==> src/rtl/fpu_pkg.sv <==
// rtl/fpu_pkg.sv - shared binary32 types, class codes and constants for the FPU datapath
package fpu_pkg;

    typedef struct packed {
        logic        s;
        logic [7:0]  e;
        logic [22:0] m;
    } float_t;

    typedef enum logic [1:0] {
        ZERO = 2'd0,
        NORM = 2'd1,
        SPEC = 2'd2
    } fclass_t;

    localparam int         EXP_BIAS = 127;
    localparam logic [7:0] EXP_MAX  = 8'hFF;

    // Denormals are flushed, so a zero exponent always classifies as ZERO.
    function automatic fclass_t fclass(input float_t f);
        if (f.e == 8'h00) return ZERO;
        if (f.e == EXP_MAX) return SPEC;
        return NORM;
    endfunction

endpackage

==> src/rtl/finv.sv <==
// rtl/finv.sv - combinational binary32 reciprocal with truncated mantissa
module finv
    import fpu_pkg::*;
(
    input  float_t i_x,
    output float_t o_r
);

    logic [47:0] w_num;
    logic [47:0] w_den;
    logic [23:0] w_q;

    assign w_num = 48'h8000_0000_0000;
    assign w_den = {24'd0, 1'b1, i_x.m};
    // 2^47 / 1.m lies in (2^23, 2^24]; only m==0 reaches 2^24, which truncates to 0 here.
    assign w_q   = 24'(w_num / w_den);

    always_comb begin
        o_r.s = i_x.s;
        if (i_x.e >= 8'd254) begin
            o_r.e = 8'd0;
            o_r.m = 23'd0;
        end else begin
            o_r.e = 8'd253 - i_x.e + {7'd0, ~w_q[23]};
            o_r.m = w_q[22:0];
        end
    end

endmodule

==> src/rtl/fmul_norm_round.sv <==
// rtl/fmul_norm_round.sv - mantissa multiply, normalise and round-to-nearest-even for normal operands
module fmul_norm_round
    import fpu_pkg::*;
(
    input  float_t i_a,
    input  float_t i_b,
    output float_t o_y,
    output logic   o_ovf,
    output logic   o_unf
);

    logic [47:0]       w_p;
    logic [22:0]       w_mant;
    logic              w_guard;
    logic              w_sticky;
    logic              w_lsb;
    logic              w_rnd;
    logic [23:0]       w_mr;
    logic signed [9:0] w_e;

    assign w_p = {1'b1, i_a.m} * {1'b1, i_b.m};

    always_comb begin
        if (w_p[47]) begin
            w_mant   = w_p[46:24];
            w_guard  = w_p[23];
            w_sticky = |w_p[22:0];
            w_lsb    = w_p[24];
        end else begin
            w_mant   = w_p[45:23];
            w_guard  = w_p[22];
            w_sticky = |w_p[21:0];
            w_lsb    = w_p[23];
        end
    end

    assign w_rnd = w_guard & (w_sticky | w_lsb);
    // A carry out of the rounded mantissa leaves w_mr[22:0] all zero, i.e. 1.0 at the next exponent.
    assign w_mr  = {1'b0, w_mant} + {23'd0, w_rnd};
    assign w_e   = 10'(i_a.e) + 10'(i_b.e) - 10'(EXP_BIAS) + 10'(w_p[47]) + 10'(w_mr[23]);

    assign o_ovf = (w_e >= 10'sd255);
    assign o_unf = (w_e <= 10'sd0);

    always_comb begin
        o_y.s = i_a.s ^ i_b.s;
        if (o_ovf) begin
            o_y.e = EXP_MAX;
            o_y.m = 23'd0;
        end else if (o_unf) begin
            o_y.e = 8'd0;
            o_y.m = 23'd0;
        end else begin
            o_y.e = w_e[7:0];
            o_y.m = w_mr[22:0];
        end
    end

endmodule

==> src/rtl/fdiv_pipe.sv <==
// rtl/fdiv_pipe.sv - three-stage binary32 divider computing x1 * finv(x2) with valid/ready flow control
module fdiv_pipe
    import fpu_pkg::*;
(
    input  logic        clk,
    input  logic        rst,
    input  logic        in_valid,
    output logic        in_ready,
    input  logic [31:0] x1,
    input  logic [31:0] x2,
    output logic        out_valid,
    input  logic        out_ready,
    output logic [31:0] y,
    output logic        dz
);

    logic    r_s1_valid;
    float_t  r_s1_x1;
    float_t  r_s1_x2;
    fclass_t r_s1_c1;
    fclass_t r_s1_c2;

    logic    r_s2_valid;
    float_t  r_s2_x1;
    float_t  r_s2_r;
    fclass_t r_s2_c1;
    fclass_t r_s2_c2;
    logic    r_s2_sgn;

    logic        r_out_valid;
    logic [31:0] r_y;
    logic        r_dz;

    logic   w_stall;
    float_t w_inv;
    float_t w_mul_y;
    logic   w_ovf;
    logic   w_unf;
    float_t w_y;
    logic   w_dz;

    assign w_stall   = r_out_valid & ~out_ready;
    assign in_ready  = ~w_stall;
    assign out_valid = r_out_valid;
    assign y         = r_y;
    assign dz        = r_dz;

    finv u_finv (
        .i_x (r_s1_x2),
        .o_r (w_inv)
    );

    fmul_norm_round u_fmul (
        .i_a   (r_s2_x1),
        .i_b   (r_s2_r),
        .o_y   (w_mul_y),
        .o_ovf (w_ovf),
        .o_unf (w_unf)
    );

    // Special-case priority: divide-by-zero wins over Inf/NaN operands, which win over a zero dividend.
    always_comb begin
        w_dz = 1'b0;
        w_y  = '{s: r_s2_sgn, e: 8'd0, m: 23'd0};
        if (r_s2_c2 == ZERO) begin
            w_y.e = EXP_MAX;
            w_dz  = 1'b1;
        end else if (r_s2_c1 == SPEC || r_s2_c2 == SPEC) begin
            w_y.e = EXP_MAX;
        end else if (r_s2_c1 == ZERO) begin
            w_y.e = 8'd0;
        end else if (w_ovf) begin
            w_y.e = EXP_MAX;
        end else if (!w_unf) begin
            w_y = w_mul_y;
        end
    end

    always_ff @(posedge clk) begin
        if (rst) begin
            r_s1_valid  <= 1'b0;
            r_s2_valid  <= 1'b0;
            r_out_valid <= 1'b0;
            r_y         <= 32'h0;
            r_dz        <= 1'b0;
        end else if (!w_stall) begin
            r_s1_valid  <= in_valid;
            r_s1_x1     <= float_t'(x1);
            r_s1_x2     <= float_t'(x2);
            r_s1_c1     <= fclass(float_t'(x1));
            r_s1_c2     <= fclass(float_t'(x2));

            r_s2_valid  <= r_s1_valid;
            r_s2_x1     <= r_s1_x1;
            r_s2_r      <= w_inv;
            r_s2_c1     <= r_s1_c1;
            r_s2_c2     <= r_s1_c2;
            r_s2_sgn    <= r_s1_x1.s ^ r_s1_x2.s;

            r_out_valid <= r_s2_valid;
            if (r_s2_valid) begin
                r_y  <= w_y;
                r_dz <= w_dz;
            end
        end
    end

endmodule

==> config.mk <==
export PLATFORM = sky130hd
export DESIGN_NAME = fdiv_pipe
export DESIGN_NICKNAME = d
export VERILOG_FILES = /design/src/rtl/fpu_pkg.sv /design/src/rtl/finv.sv /design/src/rtl/fmul_norm_round.sv /design/src/rtl/fdiv_pipe.sv
export SDC_FILE = /design/constraint.sdc
export NUM_CORES = 2
export LEC_CHECK = 0
export ABC_AREA = 1
export BUFFER_PORTS_ARGS = -buffer_cell sky130_fd_sc_hd__buf_4
export CAP_MARGIN = 20
export CORE_MARGIN = 5
export CORE_UTILIZATION = 45
export DETAILED_ROUTE_END_ITERATION = 10
export GPL_TIMING_DRIVEN = 1
export PLACE_DENSITY_LB_ADDON = 0.2
export SETUP_SLACK_MARGIN = 0.2
export SLEW_MARGIN = 0
export SYNTH_ARGS = -nofsm -noshare
export SYNTH_HDL_FRONTEND = slang
export SYNTH_SLANG_ARGS = --single-unit
==> constraint.sdc <==
create_clock -name clk -period 261.7 [get_ports clk]
set_clock_uncertainty 0.15 [all_clocks]
set_input_delay 0 -clock clk [delete_from_list [all_inputs] [get_ports clk]]
set_output_delay 0 -clock clk [all_outputs]
set_load 0.03 [all_outputs]
[Yosys cells after proc, flatten, opt, wreduce, memory -nomap -nowiden]
Cells that the tools add are included.
Word-level totals
  word-level logic and storage cells: 96
  memory bits (read-only): 0
  output and inout bits: 35
  memories kept: 0
  memory bits (writable): 0
  register bits: 173
  bits of input ports: 68
  latch bits: 0
Operators by class
  add/subtract/negate cells: 7
  mux-type cells: 40
  reduce and logical (&&, ||, !) cells: 9
  multiply operators: 1
  equal/unequal tests: 4
  divide/modulo/power cells: 1
  shift operators: 0
  magnitude comparators: 3
  bitwise operators: 9
Operators with widths (number)
  23-bit two-way mux: 5
  48-bit by 24-bit divider with 48-bit output (first input constant): 1
  24-bit by 24-bit multiplier with 48-bit output: 1
  32-bit two-way mux: 1
  8-bit two-way mux: 4
  23-bit by 1-bit adder with 24-bit output: 1
  23-bit OR reduction: 1
  1-bit two-way mux: 22
  22-bit OR reduction: 1
  10-bit by 1-bit adder with 10-bit output: 2
  8-bit == test (second input constant): 2
  8-bit zero test: 2
  2-bit two-way mux: 8
  10-bit by 9-bit greater-or-equal comparator with 1-bit output (second input constant): 1
  10-bit by 1-bit <= comparator with 1-bit output (second input constant): 1
  10-bit by 7-bit subtractor with 10-bit output (second input constant): 1
  8-bit by 8-bit adder with 9-bit output: 1
  8-bit by 1-bit adder with 8-bit output: 1
  8-bit greater-or-equal comparator (second input constant): 1
  8-bit subtractor (first input constant): 1
  2-bit == test (second input constant): 2
  2-bit zero test: 2
  1-bit NOT: 4
  2-bit AND reduction: 2
  other kinds (4): 6

[Longest topological paths before layout]
  word-level depth: 13
  depth in mapped cells: 623
  gate-level depth less buffers: 548

[Modules after synthesis]
From an unflattened synthesis, not the netlist that was laid out.
Second synthesis, totals
  cells, all modules: 12078
  area total of the unflattened synthesis: 76948.8 sq um
Modules (own cells, without submodules)
  finv: seq. area each 0.0 sq um, instances 1, area each 48512.8 sq um, cells each 8442
  fmul_norm_round: seq. area each 0.0 sq um, instances 1, area each 22748.1 sq um, cells each 3279
  fdiv_pipe: seq. area each 4834.6 sq um, instances 1, area each 5688.0 sq um, cells each 357

[Worst setup path after synthesis]
Ideal clock, no wire load.
  path kind: register to register
  from: register r_s1_x2[0] (netlist name)
  to: register r_s2_r[0] (netlist name) (data pin)
  period minus slack after synthesis: 82886 ps
  data required time: 261292 ps
  cell stages (with the launch flop): 603
  slack: 178814 ps
  buffers on the path: 79
  setup time: 258 ps
  arrival: 82478 ps
  path through: edfxtp_1 > buf_2 > inv_2 > buf_2 > clkbuf_1 > clkbuf_1 > buf_2 > buf_1 > ha_1 > buf_6 > nand2_1 > nor2_1 > inv_1 > nor2_4 > clkinv_1 > nor2_1 > ha_1 > inv_1 > [567 not listed] > buf_8 > buf_8 > buf_8 > inv_4 > buf_4 > nand2_1 > o31ai_1 > ha_1 > and3_1 > nand3_1 > nand2_1 > a21o_1 > a21oi_1 > nand2_1 > nand2_1 > a21oi_1 > nor2_1 > a21oi_1
On the way
  cells in the longest elaborated chain, start to end: 1
Ends and longest elaborated chain
  from (decl): RTL line fdiv_pipe.sv:19  | float_t r_s1_x2;
  from (signal assigned): RTL line fdiv_pipe.sv:89  | r_s1_x2 <= float_t'(x2);
  48-bit by 24-bit divider with 48-bit output: RTL line finv.sv:16  | assign w_q = 24'(w_num / w_den);
  to (signal assigned): RTL line fdiv_pipe.sv:95  | r_s2_r <= w_inv;
  to (decl): RTL line fdiv_pipe.sv:25  | float_t r_s2_r;
No other way between the ends.
A chain may end at the register's enable or synchronous reset.

[Worst setup path in the final report]
  from: register r_s1_x2[1] (netlist name)
  to: register r_s2_r[0] (netlist name) (data pin)
Same word-level chain as after synthesis.

==> impl_results.md <==
- CTS root buf: clkbuf_16
- Synth async-reset ratio: 0%
- Total wire length: 229 mm
- Slowest CP cell: clkinv_1
- Worst reg-to-reg setup slack: 172.57 ns
- Slew HR: 32.5%
- Synth top cells by count: 2831 x nand2_1, 1602 x inv_1, 767 x nor2_1
- Worst endpoint data arrival time: 89.25 ns
- CP top delay family: compound AO/OA/AOI/OAI gates
- WS Path Type: flop to flop
- DIE HEIGHT: roughly 400 um
- Clk buf depth: 2
- CP Max Fanout: between 70 and 80
- Setup Fix Bufs, Post-CTS: 0
- Setup-failing EPs final: 0
- First-pass GRT wire length: 361 mm
- DR vias/cell: around 5.4
- Most common cell in the synthesized netlist: nand2_1
- Area grow syn2layout: 5.58%
- Gpl congestion: 0.972
- Largest net degree at the start of global routing: 75
- Drt drc: 2
- Main area contributors after synthesis: nand2_1 15%, fa_1 14%, ha_1 13%
- # port buffers: a little over 100
- Max-cap violations: 0
- Setup crit end kind: flop
- Clock H-tree levels: 4
- Setup TNS: 0 ns
- Ys Warns: 0
- CTS tree: done
- Fin crit period: approximately 89 ns
- Worst Path Buf+Inv: 52
- CTS resizes: 0
- Row cnt: 143
- Worst r2r src: r_s1_x2[1]
- Clock slew at reported path FFs: around 0.13 ns
- Yosys reg bits: 173
- CTS Buf Count: 17
- Total congestion overflow: 0
- Main synth FF type: edfxtp_1
- Worst Setup Start Kind: flop
- Count of cell types in the netlist: 81
- Mean Syn Cell Area: 6.46 um^2
- Share of layout cells above drive strength 1: 8.17%
- Nets: 11970
- HP Start: x1[14]
- Most frequent cell on the critical path: a21oi_1
- Failing checks: design-rule violations
- DRT iter0 DRCs: roughly 4600
- IO Pins: 103
- Class of the worst hold path: primary input to flop
- CP Data Required Time: roughly 260 ns
- Slowest stage delay, CP: 0.78 ns
- Skew-Pair Late Insertion Delay: between 0.5 and 0.6 ns
- R2R depth: 523
- Total number of vias: 69319
- Status: finished with violations
- Final Hold Viols: 0
- Synth top area share: between 15 and 20%
- Drt pass-1 iters: 10
- Mapped Cells: 10677
- Post-synth EDFFs: 137
- Overall Global Routing Usage: 27.5%
- Post-synthesis sequential area ratio: 7.01%
- Chip width: 402 um
- Final ANT Viol Nets: 0
- Cell count of the worst hold path: 2
- CTS sink count: ~170
- Initial antenna violation count: 2
- Vias in the first global route: about 68000
- Worst r2r dst: r_s2_r[0]
- Starting density of the core: between 40% and 50%
- Max Slew Vio Count: 0
- RSZ-0062 raised after global routing: no
- Crit share post-route: 34.1%
- Core box area: 152000 um^2
- Fmax achieved: 11.2 MHz
- Endpoint, Worst Hold: r_s1_x1[14]
- Leading area contributor after synthesis: nand2_1
- Worst-margin pin slew: 1.01 ns
- Sum of net half-perimeters after detailed placement: 179 mm
- Mapped cell area: 69000 um^2
- Die Area: 161000 um^2
- Wire per inst: 17.9 um
[logic make-up (layout without fill, tap and decap cells)]
family,after synthesis,in the layout,synth area share (%)
adder cells (fa/ha/maj),1199,1199,27.0
flip-flops,173,173,7.01
multiplexers,1,1,0.0145
AND/OR/NAND/NOR,5040,5040,33.3
other,1,10,0.00544
buffers and inverters,2021,2052,11.9
XOR/XNOR,624,624,7.97
AO/OA/AOI/OAI,1618,1618,12.8
[layout make-up]
class                      count  area [um^2]
fill                       15742        79400
multi-input combinational   8491        56000
inverter                    1757         6680
sequential                   173         4830
tap                         2030         2540
timing repair buffer         263         2150
clock buffer                  17          425
clock inverter                15          204
antenna                        1         2.50
[worst max path at each step]
stage,slack [ns],endpoint,depth (start not counted),from
floorplan,178.81,r_s2_r[0],602,r_s1_x2[0]
global placement,176.02,r_s2_r[0],524,r_s1_x2[1]
detailed placement,173.83,r_s2_r[0],524,r_s1_x2[1]
CTS,173.57,r_s2_r[0],527,r_s1_x2[1]
global route,162.14,r_s2_r[0],525,r_s1_x2[1]
finish,172.57,r_s2_r[0],523,r_s1_x2[1]
[worst register-to-register path, delay by kind of cell (launching register included)]
kind	cells	cell delay (ns)
fa+ha+maj	25	8.56
buf+inv	52	9.93
xor+xnor	1	0.31
simple gates	215	28.85
flops	1	0.51
compound gates	230	40.56
[timing repair]
action,in CTS,in global routing
hold buffers,69,0
endpoints found under the hold margin,96,0
setup endpoints to repair,0,0
[registers in the layout, summed over array words and instances (netlist names)]
register	count
y	32
r_s1_c1	2
r_s1_x2	32
r_s2_x1	32
r_s1_c2	2
r_s2_sgn	1
r_s2_c1	2
r_s2_valid	1
r_s2_r	32
dz	1
r_s1_valid	1
out_valid	1
r_s2_c2	2
r_s1_x1	32
[routing by layer]
metal  vias to the layer above  GRT usage [%]  part of all wire [%]
met2                      1994           49.9                    49
met1                     32476           33.0                    41
met3                       570           2.59                   4.8
met5                         -              0                0.0074
li1                      34277              -                     -
met4                         2           11.9                   5.1
[per-stage QoR]
stage | setup slack [ns] | area, um^2 | hold WS [ns] | instances | util, %
finish | 172.57 | 72800 | 0.0687 | 12747 | 47.8
global placement | 176.02 | 71500 | 0.0290 | 12645 | 47.0
CTS | 173.57 | 72800 | 0.0337 | 12746 | 47.8
floorplan | 178.81 | 69000 | -0.0511 | 10685 | -
detailed placement | 173.83 | 71500 | 0.0295 | 12645 | 47.0
global route | 162.14 | 72800 | 0.0531 | 12746 | 47.8
[cell usage in the layout (no fill, tap or decap), types with 203 or more instances in the layout]
| master | instances |
|---|---|
| o21ai_0 | 583 |
| nand4_1 | 203 |
| nand3_1 | 543 |
| nor2_1 | 766 |
| ha_1 | 715 |
| nand2_1 | 2831 |
| fa_1 | 484 |
| xnor2_1 | 273 |
| inv_1 | 1593 |
| xor2_1 | 347 |
| a21oi_1 | 701 |
Power is left out: the tool's default activity adds up to more than one toggle a clock period on the data nets, which glitch-free logic cannot reach.
